[src/rtl/btn_conditioner.sv]
// Synchronizes, debounces and conflict-resolves three board buttons for player_move.
// Latency: raw edge sampled at edge 1 -> db at edge DB_CYCLES+2 -> outputs at DB_CYCLES+3; no backpressure.
module btn_conditioner #(
    parameter int DB_CYCLES = 250000,
    parameter int CNT_W     = 18
) (
    input  logic clk,
    input  logic reset,
    input  logic btn_left_raw,
    input  logic btn_right_raw,
    input  logic btn_jump_raw,
    output logic move_left,
    output logic move_right,
    output logic jump,
    output logic jump_held
);

    localparam logic [CNT_W-1:0] CNT_MAX = CNT_W'(DB_CYCLES - 1);

    // Bit 0 = left, bit 1 = right, bit 2 = jump throughout.
    logic [2:0]       raw;
    logic [2:0]       s0;
    logic [2:0]       s1;
    logic [2:0]       db;
    logic [2:0]       db_d;
    logic [CNT_W-1:0] cnt [3];
    logic             last_dir;

    logic [2:0] rise;
    logic       dir_nxt;
    logic       left_nxt;
    logic       right_nxt;

    assign raw = {btn_jump_raw, btn_right_raw, btn_left_raw};

    always_ff @(posedge clk or posedge reset) begin
        if (reset) begin
            s0 <= '0;
            s1 <= '0;
        end else begin
            s0 <= raw;
            s1 <= s0;
        end
    end

    always_ff @(posedge clk or posedge reset) begin
        if (reset) begin
            db <= '0;
            for (int i = 0; i < 3; i++) begin
                cnt[i] <= '0;
            end
        end else begin
            for (int i = 0; i < 3; i++) begin
                if (s1[i] == db[i]) begin
                    cnt[i] <= '0;
                end else if (cnt[i] == CNT_MAX) begin
                    db[i]  <= s1[i];
                    cnt[i] <= '0;
                end else begin
                    cnt[i] <= cnt[i] + 1'b1;
                end
            end
        end
    end

    // The direction used for this update already includes any rise seen now,
    // so a fresh press wins on the same output edge it first appears.
    always_comb begin
        rise      = db & ~db_d;
        dir_nxt   = last_dir;
        if (rise[0]) begin
            dir_nxt = 1'b0;
        end else if (rise[1]) begin
            dir_nxt = 1'b1;
        end
        left_nxt  = db[0] & (~db[1] | ~dir_nxt);
        right_nxt = db[1] & (~db[0] |  dir_nxt);
    end

    always_ff @(posedge clk or posedge reset) begin
        if (reset) begin
            db_d       <= '0;
            last_dir   <= 1'b0;
            move_left  <= 1'b0;
            move_right <= 1'b0;
            jump       <= 1'b0;
            jump_held  <= 1'b0;
        end else begin
            db_d       <= db;
            last_dir   <= dir_nxt;
            move_left  <= left_nxt;
            move_right <= right_nxt;
            jump       <= rise[2];
            jump_held  <= db[2];
        end
    end

endmodule

[config.mk]
export PLATFORM = sky130hd
export DESIGN_NAME = btn_conditioner
export DESIGN_NICKNAME = d
export VERILOG_FILES = /design/src/rtl/btn_conditioner.sv
export SDC_FILE = /design/constraint.sdc
export NUM_CORES = 1
export LEC_CHECK = 0
export BUFFER_PORTS_ARGS = -buffer_cell sky130_fd_sc_hd__buf_4
export CAP_MARGIN = 0
export CORE_UTILIZATION = 45
export CTS_CLUSTER_SIZE = 24
export DETAILED_ROUTE_END_ITERATION = 6
export GPL_TIMING_DRIVEN = 0
export RECOVER_POWER = 50
export SETUP_SLACK_MARGIN = 0.5
export SKIP_LAST_GASP = 1
export SYNTH_ARGS = -nofsm -noshare
export SYNTH_HDL_FRONTEND = slang
export SYNTH_SLANG_ARGS = --single-unit
[constraint.sdc]
create_clock -name clk -period 5.3 [get_ports clk]
set_input_delay 0.795 -clock clk [delete_from_list [all_inputs] [get_ports clk]]
set_output_delay 0.795 -clock clk [all_outputs]
set_load 0.05 [all_outputs]
==> metrics.yaml <==
core-area_sq_um: 6870
cts_resized: 0
synth-edff-count: 0
critPathRequiredTime_ns: 5.28
crit_buf_inv: 2
drtIter0Drc: 68
place_congestion: 0.748
cpPeakStageDelay_ns: 1.66
synth_area_leaders: "dfrtp_1 (54%), xor2_1 (6.8%), nor2_1 (5.9%), xnor2_1 (4.9%), nand4_1 (3.3%)"
grt.total_usage_pct: 17.1
maxSlewHeadroom_pct: -97.8
ys_ff_latch: 70
synth_top_area_share_pct: 54.2
antenna_left: 0
post_cts_buffers: 0
min_path_type: "flip-flop to flip-flop"
cp_cell_sequence: "clkbuf_4, clkinvlp_2"
min_path_cells: 0
fmax_mhz: 382
place.detailed.hpwl_um: 3630
setup_viol: 0
vias_per_cell: 5.20
violations: "capacitance limit, slew limit"
end_kind: "asynchronous set/reset pin"
final_nets: 331
htreeDepth: 3
wl_um: 5520
power_leakage_uw: 0.00157
worst_pin_slew_ns: 2.95
grt_start_max_net_pins: 71
ctsHoldBuffers: 0
firstDrtPassIters: 4
die_area_sq_um: 7530
cts_root_buf: "clkbuf_8"
final_cells: 424
row_count: 30
clkLatencyLatePin_ns: 0.35
setup.worst_path.class: "input pin to asynchronous set/reset pin"
critPathLaunchType: "input pin"
period_needed_ns: 2.62
antenna_cells: 0
ir_drop_mv: 0.137
p_per_area_nw_per_um2: 306
postSynth.asyncResetShare_pct: 100
vias: 2205
dieHeight_um: 86.8
start_util_pct: 47.1
grt_pass1_wl_um: 9690
outcome: "finished with violations"
postSynthCellCount: 304
syn-cell-area_sq_um: 3230
hold_ws_ns: 0.352
crit_family: "buffers and inverters"
fin_tns_setup_ns: 0
final.setup_skew_ns: 0.00709
grt_pass1_vias: 2083
io_buffers: 8
min_period_over_period_pct: 49.4
drive_gt1_share_pct: 11.6
synth_ff_type: "dfrtp_1"
wl_per_cell_um: 13.0
ys_seq_area_share_pct: 54.2
synth.avg_cell_area_sq_um: 10.6
antenna_found_initial: 0
rsz0062_at_grt: "no"
crit_cells: 2
place_area_sq_um: 3420
grt_overflow: 0
die_w_um: 86.8
clock_path_buffers: 2
slowest_stage: "clkinvlp_2"
finalHoldViolations: 0
io-pin-count: 9
placedCellCount: 408
worstPathMaxFanout: 70
yosys_warnings: 0
numCtsBuffers: 9
ys_top_cells_by_count: "dfrtp_1 (70), nor2_1 (51), xor2_1 (25)"
drcViolationCount: 0
r2r_cells: 4
yosys.area.top_type: "dfrtp_1"
area_growth_pct: 13.5
syn-num-nets: 312
max_cap_viol_count: 1
yosysMostFrequentCell: "dfrtp_1"
slew_viol_final: 71
cts_tree: "built"
cts.sinks: 70
synth.distinct_cells: 42
design_area_sq_um: 3670
utilization_pct: 53.4
crit_arrival_ns: 2.60
path_clk_slew_ns: 0.07
-- power by group --
part	total, uW	internal, uW	switching (uW)
logic	32.1	9.91	22.2
clock network	543	339	204
registers	549	542	7.36
-- metal layers --
metal | GRT usage [%] | share of wire, % | up-vias
li1 | - | - | 1111
met1 | 23.1 | 51 | 1052
met2 | 25.0 | 44 | 34
met3 | 6.29 | 3.5 | 8
met4 | 6.67 | 1.4 | 0
met5 | 0 | 0 | -
-- worst paths after layout --
check	slack, ns	startpoint	to
setup / recovery	2.68	reset	cnt[46]$_DFF_PP0_
setup reg to reg	3.12	cnt[47]$_DFF_PP0_	cnt[51]$_DFF_PP0_
hold reg to reg	0.35	s0[0]$_DFF_PP0_	s1[0]$_DFF_PP0_
max in group clk	3.12	cnt[47]$_DFF_PP0_	cnt[51]$_DFF_PP0_
hold / removal	0.35	s0[0]$_DFF_PP0_	s1[0]$_DFF_PP0_
min in group asynchronous	1.30	reset	db_d[1]$_DFF_PP0_
-- metrics by stage --
step | setup WS [ns] | total power (uW)
after floorplan | 2.74 | 582
after global placement | 1.87 | 593
after detailed placement | 3.11 | 593
after CTS | 3.10 | 1140
after global routing | 2.09 | 1170
final | 2.68 | 1120
-- logic make-up after synthesis --
group,count (synthesis),synth area share [%]
adder cells (fa/ha/maj),3,1.16
buffers and inverters,14,1.97
multiplexers,3,1.04
AND/OR/NAND/NOR,149,24.8
AO/OA/AOI/OAI,22,5.22
flip-flops,70,54.2
XOR/XNOR,43,11.6
-- area by class of cell --
cell class	instances	area [sq um]
fillers	614	3200
flip-flops and latches	70	1750
multi-input cells	220	1420
clock buffers	11	151
well taps	96	120
clock inverters	5	104
repair buffers	8	60.1
plain buffers	6	33.8
inverters	8	31.3
-- state kept, by name, summed over array words and instances, names as in the netlist --
name and cells:
s1 3, jump 1, cnt 54, last_dir 1
move_left 1, db_d 3, move_right 1, db 3
s0 3
-- placed cells by master (no fill, tap or decap), drive strengths merged, types with 3 or more instances in the layout --
cell type / n
o21ai: 4
inv: 8
nor4: 9
xnor2: 18
bufinv: 3
ha: 3
a21oi: 9
nor2: 51
nand3: 18
nand4: 17
clkbuf: 19
and2: 3
and4: 10
o31ai: 4
buf: 6
mux2: 3
nand2: 14
or4: 6
and3: 5
xor2: 25
dfrtp: 70
nor3: 3
No activity file was read; power rests on OpenSTA's default activity.
